===== src/rtl/decode_ctrl_stage.sv =====
// decode_ctrl_stage
//
// Registered RV32I(+M) decode stage that sits between fetch and the
// register-read/execute stage. The incoming instruction is decoded
// combinationally into the pipeline control bundle. The bundle is captured in
// an output register when an instruction is loaded (in_valid & in_ready), so
// the stage has one cycle of latency. A valid/ready pair sits on each side.
//
// When a MUL/DIV bundle is handed downstream, the stage holds off new
// instructions until the execute unit has had time to finish. A synchronous
// flush drops the held bundle and cancels that interlock.
//
// Parameters
//   ENABLE_M    1 = decode the MUL/DIV group. 0 = funct7 0000001 R-types
//               are reported as illegal.
//   MUL_CYCLES  execute occupancy of MUL* ops (1..255).
//   DIV_CYCLES  execute occupancy of DIV/REM ops (1..255).
//
// Ports
//   clk, rst_n                  clock, asynchronous active-low reset
//   instr, in_valid, in_ready   upstream instruction handshake
//   flush                       drop held bundle, cancel interlock
//   out_valid, out_ready        downstream bundle handshake
//   RegWrite .. four_imm_control, mul_sel, div_sel, illegal
//                               registered control bundle
//   busy                        M-op interlock active
module decode_ctrl_stage #(
    parameter bit ENABLE_M   = 1'b1,
    parameter int MUL_CYCLES = 2,
    parameter int DIV_CYCLES = 33
) (
    input  logic        clk,
    input  logic        rst_n,
    input  logic [31:0] instr,
    input  logic        in_valid,
    output logic        in_ready,
    input  logic        flush,
    output logic        out_valid,
    input  logic        out_ready,
    output logic        RegWrite,
    output logic        ALUsrc,
    output logic        Branch,
    output logic        Jump,
    output logic        MemWrite,
    output logic [3:0]  ALUctrl,
    output logic [2:0]  ImmSrc,
    output logic [1:0]  destsrc,
    output logic [2:0]  memCtrl,
    output logic        UI_control,
    output logic        RD1_control,
    output logic        PC_RD1_control,
    output logic        four_imm_control,
    output logic        mul_sel,
    output logic        div_sel,
    output logic        illegal,
    output logic        busy
);

    localparam logic [6:0] OP_R      = 7'b0110011;
    localparam logic [6:0] OP_IMM    = 7'b0010011;
    localparam logic [6:0] OP_LOAD   = 7'b0000011;
    localparam logic [6:0] OP_BRANCH = 7'b1100011;
    localparam logic [6:0] OP_STORE  = 7'b0100011;
    localparam logic [6:0] OP_LUI    = 7'b0110111;
    localparam logic [6:0] OP_AUIPC  = 7'b0010111;
    localparam logic [6:0] OP_JAL    = 7'b1101111;
    localparam logic [6:0] OP_JALR   = 7'b1100111;

    localparam logic [6:0] F7_BASE = 7'b0000000;
    localparam logic [6:0] F7_ALT  = 7'b0100000;
    localparam logic [6:0] F7_MULDIV = 7'b0000001;

    // The counter reloads with LAT-1 on handoff. That makes the next load
    // possible exactly LAT cycles after the handoff cycle.
    localparam logic [7:0] MUL_RELOAD = 8'(MUL_CYCLES - 1);
    localparam logic [7:0] DIV_RELOAD = 8'(DIV_CYCLES - 1);

    typedef struct packed {
        logic       regWrite;
        logic       aluSrc;
        logic       branch;
        logic       jump;
        logic       memWrite;
        logic [3:0] aluCtrl;
        logic [2:0] immSrc;
        logic [1:0] destSrc;
        logic [2:0] memCtrl;
        logic       uiCtrl;
        logic       rd1Ctrl;
        logic       pcRd1Ctrl;
        logic       fourImmCtrl;
        logic       mulSel;
        logic       divSel;
        logic       illegal;
    } ctrl_t;

    logic [6:0] opcode;
    logic [2:0] funct3;
    logic [6:0] funct7;
    logic       legal;
    ctrl_t      bundle_d;
    ctrl_t      bundle_q;
    logic       outValid_d;
    logic       outValid_q;
    logic [7:0] count_d;
    logic [7:0] count_q;
    logic       mOpHeld;
    logic       load;
    logic       handoff;
    logic       unusedFields;

    assign opcode = instr[6:0];
    assign funct3 = instr[14:12];
    assign funct7 = instr[31:25];

    // Register indices are consumed by the register-read stage, not here.
    assign unusedFields = ^{instr[24:15], instr[11:7]};

    // Combinational decode of the incoming instruction. Every field starts at
    // its inactive value. The operand-mux flags default to 1 and are cleared
    // only by the opcodes that use the alternate operand. An encoding that is
    // not recognised collapses the whole bundle to zero with only illegal set.
    // The illegal bundle still flows downstream.
    always_comb begin
        bundle_d             = '0;
        bundle_d.memCtrl     = funct3;
        bundle_d.uiCtrl      = 1'b1;
        bundle_d.rd1Ctrl     = 1'b1;
        bundle_d.pcRd1Ctrl   = 1'b1;
        bundle_d.fourImmCtrl = 1'b1;
        legal                = 1'b1;

        case (opcode)
            OP_R: begin
                // An M op is recognised only from the full funct7 pattern.
                // Checking instr[25] alone would also match reserved encodings.
                case (funct7)
                    F7_BASE, F7_ALT: begin
                        bundle_d.regWrite = 1'b1;
                        bundle_d.aluCtrl  = {instr[30], funct3};
                    end
                    F7_MULDIV: begin
                        if (ENABLE_M) begin
                            bundle_d.regWrite = 1'b1;
                            bundle_d.aluCtrl  = {instr[30], funct3};
                            bundle_d.mulSel   = ~funct3[2];
                            bundle_d.divSel   = funct3[2];
                        end else begin
                            legal = 1'b0;
                        end
                    end
                    default: legal = 1'b0;
                endcase
            end
            OP_IMM: begin
                // instr[30] picks SRAI over SRLI. For other immediate ops that
                // bit is part of the immediate, so it must not reach the ALU.
                bundle_d.aluCtrl = {(funct3 == 3'b101) ? instr[30] : 1'b0, funct3};
                bundle_d.aluSrc  = 1'b1;
            end
            OP_LOAD: begin
                bundle_d.aluSrc   = 1'b1;
                bundle_d.destSrc  = 2'd1;
                bundle_d.regWrite = 1'b1;
            end
            OP_BRANCH: begin
                bundle_d.branch  = 1'b1;
                bundle_d.immSrc  = 3'd1;
                bundle_d.aluCtrl = {1'b0, funct3};
            end
            OP_STORE: begin
                bundle_d.memWrite = 1'b1;
                bundle_d.aluSrc   = 1'b1;
                bundle_d.immSrc   = 3'd2;
            end
            OP_LUI: begin
                bundle_d.regWrite = 1'b1;
                bundle_d.aluSrc   = 1'b1;
                bundle_d.immSrc   = 3'd3;
                bundle_d.uiCtrl   = 1'b0;
                bundle_d.rd1Ctrl  = 1'b0;
            end
            OP_AUIPC: begin
                bundle_d.regWrite = 1'b1;
                bundle_d.aluSrc   = 1'b1;
                bundle_d.immSrc   = 3'd3;
                bundle_d.rd1Ctrl  = 1'b0;
            end
            OP_JAL: begin
                bundle_d.jump        = 1'b1;
                bundle_d.immSrc      = 3'd4;
                bundle_d.destSrc     = 2'd3;
                bundle_d.regWrite    = 1'b1;
                bundle_d.fourImmCtrl = 1'b0;
                bundle_d.rd1Ctrl     = 1'b0;
            end
            OP_JALR: begin
                bundle_d.jump        = 1'b1;
                bundle_d.destSrc     = 2'd3;
                bundle_d.regWrite    = 1'b1;
                bundle_d.fourImmCtrl = 1'b0;
                bundle_d.rd1Ctrl     = 1'b0;
                bundle_d.pcRd1Ctrl   = 1'b0;
            end
            default: legal = 1'b0;
        endcase

        if (!legal) begin
            bundle_d         = '0;
            bundle_d.illegal = 1'b1;
        end
    end

    // Handshake. A held M op must leave before anything new is taken. Its
    // handoff cycle loads the interlock counter, and the counter then keeps
    // the stage closed. Flush also closes the stage for its cycle.
    assign mOpHeld  = bundle_q.mulSel | bundle_q.divSel;
    assign busy     = (count_q != 8'd0);
    assign in_ready = ~flush & ~busy & (~outValid_q | (out_ready & ~mOpHeld));
    assign load     = in_valid & in_ready;
    assign handoff  = outValid_q & out_ready & ~flush;

    // Next state for the valid flag and the interlock counter. Flush wins
    // over everything. It kills the bundle and any running interlock.
    always_comb begin
        outValid_d = outValid_q;
        count_d    = count_q;
        if (flush) begin
            outValid_d = 1'b0;
            count_d    = 8'd0;
        end else begin
            if (load) begin
                outValid_d = 1'b1;
            end else if (handoff) begin
                outValid_d = 1'b0;
            end

            if (handoff && mOpHeld) begin
                count_d = bundle_q.divSel ? DIV_RELOAD : MUL_RELOAD;
            end else if (count_q != 8'd0) begin
                count_d = count_q - 8'd1;
            end
        end
    end

    // State registers. The bundle updates only on load, so it stays stable
    // while downstream stalls. Reset clears everything at once, including a
    // running interlock.
    always_ff @(posedge clk or negedge rst_n) begin
        if (!rst_n) begin
            bundle_q   <= '0;
            outValid_q <= 1'b0;
            count_q    <= 8'd0;
        end else begin
            outValid_q <= outValid_d;
            count_q    <= count_d;
            if (load) begin
                bundle_q <= bundle_d;
            end
        end
    end

    assign out_valid        = outValid_q;
    assign RegWrite         = bundle_q.regWrite;
    assign ALUsrc           = bundle_q.aluSrc;
    assign Branch           = bundle_q.branch;
    assign Jump             = bundle_q.jump;
    assign MemWrite         = bundle_q.memWrite;
    assign ALUctrl          = bundle_q.aluCtrl;
    assign ImmSrc           = bundle_q.immSrc;
    assign destsrc          = bundle_q.destSrc;
    assign memCtrl          = bundle_q.memCtrl;
    assign UI_control       = bundle_q.uiCtrl;
    assign RD1_control      = bundle_q.rd1Ctrl;
    assign PC_RD1_control   = bundle_q.pcRd1Ctrl;
    assign four_imm_control = bundle_q.fourImmCtrl;
    assign mul_sel          = bundle_q.mulSel;
    assign div_sel          = bundle_q.divSel;
    assign illegal          = bundle_q.illegal;

endmodule


===== config.mk =====
export PLATFORM = sky130hd
export DESIGN_NAME = decode_ctrl_stage
export DESIGN_NICKNAME = d
export VERILOG_FILES = /design/src/rtl/decode_ctrl_stage.sv
export SDC_FILE = /design/constraint.sdc
export NUM_CORES = 1
export LEC_CHECK = 0
export ABC_AREA = 1
export BUFFER_PORTS_ARGS = -buffer_cell sky130_fd_sc_hd__buf_2
export CAP_MARGIN = 20
export CORE_MARGIN = 2
export CORE_UTILIZATION = 45
export DETAILED_ROUTE_END_ITERATION = 12
export PLACE_DENSITY = 0.75
export REMOVE_ABC_BUFFERS = 1
export SYNTH_ARGS = -nofsm -noshare
export SYNTH_HDL_FRONTEND = slang
export SYNTH_SLANG_ARGS = --single-unit

===== constraint.sdc =====
create_clock -name clk -period 1.44 [get_ports clk]
set_clock_uncertainty 0.15 [all_clocks]
set_input_delay 0 -clock clk [delete_from_list [all_inputs] [get_ports clk]]
set_output_delay 0 -clock clk [all_outputs]
set_load 0.02 [all_outputs]

==> run_results.csv, run 1 <==
group,metric,value,unit
run_status,status,"finished with violations",
run_status,violations,"negative hold slack, negative setup slack",
sta,finalHoldViolCount,2,
critical_path,crit_family,"simple AND/OR/NAND/NOR gates",
finish,filler_cell_count,315,
clocking,clk_pin_slew_worst_paths,0.07,ns
yosys,netlist_instances,260,
sta,setup_viol_count_final,35,
global_route,wire_length_of_the_first_global_routing_pass,8.63,mm
place,gpl.final_weighted_congestion,0.915,
finish,final_layout_size_suffix_gt1_share,40.4,%
floorplan,num_rows,23,
clocking,cts_made_buffers,5,
global_route,antenna_violations_before_repair,0,
yosys,post_synth.cell_area_avg,7.34,µm²
critical_path,crit_buf_inv,2,
sta,layout_worst_path_cycle_share,117,%
floorplan,starting_density_of_the_core,47.4,%
global_route,overflow,0,
sta,max_freq,593,MHz
sta,maxSlewHeadroom,76.5,%
clocking,post_cts_hold_buffer_count,15,
sta,final.min_clock_period,1.69,ns
critical_path,critical_path.max_fanout,24,
yosys,count_of_unique_library_cells_instantiated_by_yosys,25,
yosys,synth_largest_area_cell,"sky130_fd_sc_hd__dfrtp_1",
critical_path,timing.critical_path.arrival,1.71,ns
floorplan,io-pin-count,64,
critical_path,timing.critical_path.slowest_stage_cell,"sky130_fd_sc_hd__dfrtp_1",
place,placed_area,0.00237,mm²
place,dp_hpwl,3.46,mm
critical_path,worst_path_largest_cell_delay,0.41,ns
sta,timing_worst_slew_pin_value,0.352,ns
route,vias,2025,
critical_path,critPathRequiredTime,1.47,ns
finish,antenna_cells,0,
clocking,cts-root-to-sink-buffers,2,
finish,final_common_cell,"sky130_fd_sc_hd__nand2_1",
floorplan,chipHeight,69.1,µm
route,ant_nets,0,
sta,finalMaxSlewViolations,0,
finish,num-nets-final,394,
run,maxCapViolations,0,
pwr,leak,1.59,nW
critical_path,crit_path_cell_trace,"inv_2, ha_4, nand2_4, nor3_4, nand3_4, buf_12, nand2_1, o21ai_2",
route,drtPass1Iterations,4,
global_route,pin_count_of_the_biggest_net_entering_global_routing,34,
route,finalWirelength,5.41,mm
critical_path,worstSetupEndpointType,"register",
finish,most-common-layout-cells,"sky130_fd_sc_hd__nand2_1, sky130_fd_sc_hd__buf_2, sky130_fd_sc_hd__inv_1",
critical_path,regToRegStartpoint,"count_q[0]",
clocking,root_buffer,"sky130_fd_sc_hd__clkbuf_8",
sta,finalHoldWorstSlack,-0.0374,ns
pwr,pwr_density_cell,1680,mW/mm²
floorplan,fp.dieW,69.1,µm
sta,rsz_0062_raised_after_global_routing,"yes",
finish,synthToLayoutAreaGrowth,52.1,%
yosys,synth_sequential_area_ratio,43.3,%
route,via_per_inst,4.99,
critical_path,reg2reg_setup_slack,-0.25,ns
critical_path,worst-setup-path-type,"reg -> reg",
yosys,post_synth_instance_area,0.00191,mm²
route,post_drt_wl_per_cell,13.3,µm
place,port-buffer-count,48,
global_route,vias_in_the_first_global_route,2012,
pwr,vdd_ir_drop_max,0.000754,V
yosys,synth_largest_type_area_fraction,43.3,%
global_route,globalRouteTotalUtil,22.3,%
floorplan,core_area,0.00403,mm²
critical_path,crit_path_start_kind,"register",
floorplan,die-area,0.00478,mm²
clocking,worst_skew_pair.late_latency,0.29,ns
hold_path,hold_path_class,"in -> reg",
hold_path,hold_start,"instr[2]",
route,drt_drc_violations_left,0,
yosys,synth.yosys.warnings,0,
yosys,synth-seq-cells,33,
sta,timing.final.ws_setup,-0.247,ns
finish,final_core_occ,72.0,%
route,detail_route.iter0.violations,58,
finish,post-route-cell-area,0.00290,mm²
critical_path,timing.rr.end,"ImmSrc[0]",
hold_path,worst_hold_path.endpoint,"ImmSrc[2]",
yosys,post_synth_main_area_contributors,"sky130_fd_sc_hd__dfrtp_1, sky130_fd_sc_hd__nand2_1, sky130_fd_sc_hd__inv_1",
clocking,tritoncts,"yes",
clocking,total_number_of_h_tree_levels,2,
clocking,tritoncts_sink_count,33,
hold_path,hold_path_depth,5,
critical_path,reg2regPathDepth,8,
[sequential cells by signal, indices dropped and copies added (netlist names), 2 cells and up]
name	count
ALUctrl	4
ImmSrc	3
count_q	8
destsrc	2
memCtrl	3
[area by class of cell]
type / instances / area, µm² / area share [%]
clock buffers: 5 / 68.8 / 2.37
clock inverters: 3 / 17.5 / 0.604
inverters: 41 / 156 / 5.39
multi-input cells: 183 / 1110 / 38.2
flip-flops and latches: 33 / 826 / 28.5
well taps: 50 / 62.6 / 2.16
repair buffers: 91 / 662 / 22.8
[metrics by stage]
step	setup slack (ns)	TNS [ns]	cells	power, mW
CTS	-0.191	-5.03	405	4.44
global placement	-0.194	-4.32	377	3.08
finish	-0.247	-6.71	406	4.88
floorplan	-0.251	-5.70	257	2.32
detailed placement	-0.295	-6.33	377	3.15
global route	-0.311	-8.93	406	5.12
[worst max path at each step]
stage | end | slack (ns) | start | depth (start not counted)
floorplan | Branch | -0.25 | count_q[0] | 8
global placement | destsrc[1] | -0.19 | count_q[0] | 8
detailed placement | RD1_control | -0.29 | count_q[1] | 8
CTS | RD1_control | -0.19 | count_q[1] | 9
global route | four_imm_control | -0.31 | count_q[0] | 9
finish | ImmSrc[0] | -0.25 | count_q[0] | 8
[synthesized netlist by cell type, drive strengths merged]
cell type	count
ha	2
o31ai	1
nor2	30
o21ai	19
buf	3
nor3	4
o211ai	1
nand2	86
a21oi	7
o21bai	1
nand3	29
dfrtp	33
inv	41
nor4	1
a211oi	2
[worst min-delay path: stages]
cell and delay (ns):
sky130_fd_sc_hd__buf_2 0.11, sky130_fd_sc_hd__nand2_1 0.06, sky130_fd_sc_hd__nor2_1 0.04, sky130_fd_sc_hd__nand2_1 0.09, sky130_fd_sc_hd__o21ai_2 0.07
[cell families (layout without fill, tap and decap cells)]
| logic type | after synthesis | after routing | share of synthesized area [%] |
|---|---|---|---|
| flops | 33 | 33 | 43.3 |
| buf+inv | 44 | 140 | 9.84 |
| compound gates | 31 | 31 | 9.97 |
| simple gates | 150 | 150 | 35.6 |
| fa+ha+maj | 2 | 2 | 1.31 |
[power by group]
group,internal (mW),switching (mW)
clock,0.333,0.355
combinational,1.29,1.61
sequential,1.14,0.150
total,2.77,2.11
[routing by layer]
layer	part of all wire [%]	global-route usage, %
met3	3.6	4.68
met2	52	40.1
met5	0	0
met4	2.5	8.93
met1	42	25.6
[timing repair]
action	in CTS	in global routing
hold endpoints to repair	49	1
setup endpoints to repair	35	35
buffers inserted	6	2
resized for setup	39	37
cloned	0	1
pin swaps	11	11
Note: power is estimated with default switching activity, not from simulation.
==> run 2: changes to the inputs <==
RECOVER_POWER = 100   (was default)
==> run_results.csv, run 2 (synthesis results as in run 1) <==
group,metric,value,unit
sta,max_freq,594,MHz
global_route,pin_count_of_the_biggest_net_entering_global_routing,34,
critical_path,worstSetupEndpointType,"register",
route,vias,2016,
route,drtPass1Iterations,4,
global_route,globalRouteTotalUtil,22.3,%
floorplan,chipHeight,69.1,µm
finish,synthToLayoutAreaGrowth,49.7,%
critical_path,critical_path.max_fanout,24,
critical_path,crit_path_cell_trace,"inv_2, ha_4, nand2_4, nor3_4, nand3_4, buf_12, nand2_1, o21ai_2",
place,port-buffer-count,48,
pwr,vdd_ir_drop_max,0.000749,V
clocking,tritoncts_sink_count,33,
place,placed_area,0.00237,mm²
clocking,cts_made_buffers,5,
sta,setup_viol_count_final,35,
route,post_drt_wl_per_cell,13.4,µm
sta,timing_worst_slew_pin_value,0.827,ns
clocking,root_buffer,"sky130_fd_sc_hd__clkbuf_8",
floorplan,fp.dieW,69.1,µm
finish,multiInputGateArea,0.00111,mm²
route,drt_drc_violations_left,0,
critical_path,reg2regPathDepth,8,
route,detail_route.iter0.violations,84,
global_route,wire_length_of_the_first_global_routing_pass,8.63,mm
finish,final_common_cell,"sky130_fd_sc_hd__nand2_1",
place,gpl.final_weighted_congestion,0.915,
finish,max_flop_register,"count_q",
sta,final.min_clock_period,1.68,ns
hold_path,hold_path_depth,5,
floorplan,io-pin-count,64,
finish,antenna_cells,0,
finish,most-common-layout-cells,"sky130_fd_sc_hd__nand2_1, sky130_fd_sc_hd__inv_1, sky130_fd_sc_hd__dfrtp_1",
critical_path,critPathRequiredTime,1.47,ns
finish,filler_cell_count,324,
hold_path,hold_start,"instr[2]",
clocking,clk_pin_slew_worst_paths,0.07,ns
floorplan,starting_density_of_the_core,47.4,%
floorplan,num_rows,23,
sta,finalMaxSlewViolations,0,
hold_path,hold_path_class,"in -> reg",
sta,maxSlewHeadroom,44.9,%
clocking,tritoncts,"yes",
critical_path,reg2reg_setup_slack,-0.24,ns
sta,finalHoldWorstSlack,-0.0378,ns
pwr,report.power.total,4.85,mW
run_status,violations,"negative hold slack, negative setup slack",
global_route,overflow,0,
finish,post-route-cell-area,0.00286,mm²
run,maxCapViolations,0,
pwr,pwr_density_cell,1700,mW/mm²
clocking,post_cts_hold_buffer_count,15,
sta,layout_worst_path_cycle_share,117,%
route,finalWirelength,5.43,mm
pwr,leak,1.48,nW
critical_path,worst_path_largest_cell_delay,0.41,ns
run_status,status,"finished with violations",
hold_path,worst_hold_path.endpoint,"ImmSrc[2]",
place,dp_hpwl,3.46,mm
clocking,total_number_of_h_tree_levels,2,
route,ant_nets,0,
finish,area.sequential,826,µm²
finish,largest_reg_flops,8,
global_route,vias_in_the_first_global_route,2012,
finish,num-nets-final,394,
finish,final_layout_size_suffix_gt1_share,33.7,%
critical_path,timing.rr.end,"ImmSrc[0]",
route,via_per_inst,4.97,
sta,finalHoldViolCount,2,
global_route,antenna_violations_before_repair,0,
critical_path,worst-setup-path-type,"reg -> reg",
clocking,worst_skew_pair.late_latency,0.29,ns
floorplan,die-area,0.00478,mm²
critical_path,crit_path_start_kind,"register",
sta,timing.final.ws_setup,-0.245,ns
clocking,cts-root-to-sink-buffers,2,
sta,rsz_0062_raised_after_global_routing,"yes",
critical_path,timing.critical_path.arrival,1.71,ns
floorplan,core_area,0.00403,mm²
critical_path,timing.critical_path.slowest_stage_cell,"sky130_fd_sc_hd__dfrtp_1",
critical_path,regToRegStartpoint,"count_q[0]",
-- run 2: cell count changes in the layout (fill, tap and decap cells not counted), sizes merged --
cell    change
buf        -25
clkbuf     +25
-- run 2: worst max-delay path, delay by kind of cell, from the launching register on --
family | cells | cell delay, ns
compound gates | 1 | 0.05
fa+ha+maj | 1 | 0.16
buf+inv | 2 | 0.29
flops | 1 | 0.41
simple gates | 4 | 0.51
-- run 2: cell type report --
type                            count  area share (%)
Multi-Input combinational cell    183            38.8
Sequential cell                    33            28.9
Timing Repair Buffer               91            21.6
Inverter                           41            5.48
Clock buffer                        5            2.41
Tap cell                           50            2.19
Clock inverter                      3           0.613
-- run 2: how the worst max path moves through the flow --
stage	from	cells after the start	endpoint	slack, ns
detailed placement	count_q[1]	8	RD1_control	-0.29
CTS	count_q[1]	9	RD1_control	-0.19
global placement	count_q[0]	8	destsrc[1]	-0.19
floorplan	count_q[0]	8	Branch	-0.25
finish	count_q[0]	8	ImmSrc[0]	-0.24
global route	count_q[0]	9	four_imm_control	-0.31
-- run 2: where the power goes --
group / internal [mW] / leakage [nW] / total, mW / switching, mW
Combinational: 1.26 / 0.983 / 2.87 / 1.61
Sequential: 1.14 / 0.450 / 1.30 / 0.156
Clock: 0.333 / 0.0439 / 0.684 / 0.351
-- run 2: metal layers --
metal	wire length (µm)	GRT usage [%]	vias up
met5	0	0	-
met4	105	8.93	0
met3	218	4.68	11
met2	2900	40.1	60
met1	2210	25.6	942
li1	-	-	1003
-- run 2: stage by stage --
| step | cells | util, % | setup TNS (ns) | setup slack [ns] | hold WS [ns] |
|---|---|---|---|---|---|
| CTS | 405 | 68.5 | -5.03 | -0.191 | -0.0513 |
| finish | 406 | 70.9 | -6.72 | -0.245 | -0.0378 |
| global route | 406 | 70.9 | -8.94 | -0.311 | 0.00178 |
| global placement | 377 | 58.8 | -4.32 | -0.194 | -0.181 |
| floorplan | 257 | - | -5.70 | -0.251 | -0.446 |
| detailed placement | 377 | 58.8 | -6.33 | -0.295 | -0.178 |
-- run 2: timing repair --
item	in CTS	in global routing
pin swaps	11	11
gates cloned	0	1
resized for setup	39	37
setup endpoints to repair	35	35
setup buffers	6	2
endpoints found under the hold margin	49	1
==> run 3: changes to the inputs <==
SETUP_SLACK_MARGIN = 0.2   (was default)
==> run_results.csv, run 3 (synthesis results as in run 1) <==
group,metric,value,unit
critical_path,worst-setup-path-type,"reg -> reg",
clocking,root_buffer,"sky130_fd_sc_hd__clkbuf_8",
sta,timing_worst_slew_pin_value,0.819,ns
finish,final_common_cell,"sky130_fd_sc_hd__nand2_1",
critical_path,crit_buf_inv,2,
clocking,tritoncts,"yes",
global_route,globalRouteTotalUtil,22.1,%
clocking,tritoncts_sink_count,33,
floorplan,chipHeight,69.1,µm
sta,maxSlewHeadroom,45.4,%
run_status,violations,"negative setup slack",
critical_path,crit_path_cell_trace,"nor2_2, buf_4, nand3_4, nor3_4, nand3_4, clkbuf_16, nand2_1, nand2_1",
finish,most-common-layout-cells,"sky130_fd_sc_hd__nand2_1, sky130_fd_sc_hd__inv_1, sky130_fd_sc_hd__dfrtp_1",
place,gpl.final_weighted_congestion,0.915,
global_route,vias_in_the_first_global_route,1997,
critical_path,reg2regPathDepth,8,
global_route,antenna_violations_before_repair,0,
pwr,leak,1.56,nW
floorplan,die-area,0.00478,mm²
clocking,cts-root-to-sink-buffers,2,
finish,filler_cell_count,291,
route,via_per_inst,5.18,
critical_path,cp_num_cells,8,
place,port-buffer-count,48,
route,detail_route.iter0.violations,99,
critical_path,timing.critical_path.slowest_stage_cell,"sky130_fd_sc_hd__dfrtp_1",
critical_path,worstSetupEndpointType,"register",
sta,layout_worst_path_cycle_share,125,%
clocking,cts_made_buffers,5,
hold_path,hold_path_class,"in -> reg",
pwr,pwr_density_cell,1840,mW/mm²
hold_path,hold_path_depth,6,
route,post_drt_wl_per_cell,15.0,µm
finish,max_flop_register,"count_q",
clocking,clk_pin_slew_worst_paths,0.07,ns
finish,post-route-cell-area,0.00305,mm²
sta,max_freq,556,MHz
finish,final_layout_size_suffix_gt1_share,37.1,%
floorplan,io-pin-count,64,
critical_path,critical_path.max_fanout,12,
finish,antenna_cells,0,
finish,final_core_occ,75.6,%
global_route,pin_count_of_the_biggest_net_entering_global_routing,34,
sta,timing.final.ws_setup,-0.357,ns
place,dp_hpwl,3.46,mm
run_status,status,"finished with violations",
finish,num-nets-final,402,
pwr,report.power.total,5.60,mW
sta,finalMaxSlewViolations,0,
route,drt_drc_violations_left,0,
finish,largest_reg_flops,8,
route,vias,2144,
pwr,vdd_ir_drop_max,0.000893,V
sta,final.min_clock_period,1.80,ns
floorplan,num_rows,23,
route,finalWirelength,6.20,mm
critical_path,timing.critical_path.arrival,1.82,ns
finish,synthToLayoutAreaGrowth,59.7,%
floorplan,fp.dieW,69.1,µm
route,drtPass1Iterations,4,
run,maxCapViolations,0,
critical_path,crit_family,"simple AND/OR/NAND/NOR gates",
route,ant_nets,0,
clocking,post_cts_hold_buffer_count,14,
global_route,overflow,0,
sta,rsz_0062_raised_after_global_routing,"yes",
global_route,wire_length_of_the_first_global_routing_pass,8.56,mm
clocking,total_number_of_h_tree_levels,2,
critical_path,critPathRequiredTime,1.46,ns
sta,finalHoldViolCount,0,
place,placed_area,0.00237,mm²
critical_path,worst_path_largest_cell_delay,0.41,ns
clocking,worst_skew_pair.late_latency,0.29,ns
floorplan,starting_density_of_the_core,47.4,%
sta,setup_viol_count_final,35,
floorplan,core_area,0.00403,mm²
critical_path,crit_path_start_kind,"register",
[run 3: final timing paths]
path	startpoint	to	slack, ns
hold reg to reg	ALUctrl[0]	ALUctrl[0]	0.34
min in group asynchronous	rst_n	count_q[5]	0.27
setup reg to reg	count_q[5]	RD1_control	-0.36
hold / removal	instr[29]	div_sel	0.02
setup / recovery	count_q[5]	RD1_control	-0.36
max in group asynchronous	rst_n	ALUctrl[3]	0.35
[run 3: final cells by class]
type | count | area, µm² | area share [%]
clock buffer | 5 | 68.8 | 2.26
tap | 50 | 62.6 | 2.05
sequential | 33 | 826 | 27.1
clock inverter | 3 | 17.5 | 0.575
timing repair buffer | 99 | 739 | 24.3
multi-input combinational | 183 | 1170 | 38.4
inverter | 41 | 161 | 5.30
[run 3: repair_timing]
action	4_1_cts	5_1_grt
setup buffers	6	7
gates resized for setup	46	50
pin swaps	13	17
setup endpoints to repair	35	35
cloned	0	2
hold endpoints to repair	49	1
[run 3: stage by stage]
step	hold WS, ns	setup WS, ns	TNS, ns	instances
after floorplan	-0.446	-0.251	-5.70	257
after global placement	-0.181	-0.194	-4.32	377
after detailed placement	-0.178	-0.295	-6.33	377
after CTS	-0.0324	-0.191	-5.11	405
after global routing	0.0509	-0.411	-11.76	414
final	0.0200	-0.357	-9.63	414
[run 3: layer usage]
layer | track usage [%] | routed length, µm | up-vias
li1 | - | - | 1020
met1 | 25.4 | 2360 | 1020
met2 | 38.7 | 3290 | 78
met3 | 4.97 | 306 | 26
met4 | 10.5 | 254 | 0
met5 | 0 | 0 | -
[run 3: tightest hold or removal path, cell delays in order]
cell and delay (ns):
sky130_fd_sc_hd__buf_2 0.09, sky130_fd_sc_hd__nor2_1 0.05, sky130_fd_sc_hd__nand2_1 0.08, sky130_fd_sc_hd__inv_1 0.06, sky130_fd_sc_hd__nand3_1 0.09, sky130_fd_sc_hd__o21ai_2 0.06
[run 3: power by group]
part,switching [mW],leakage (nW),internal [mW]
Clock,0.354,0.0439,0.333
Sequential,0.176,0.450,1.14
Combinational,1.96,1.06,1.64
Total,2.49,1.56,3.12
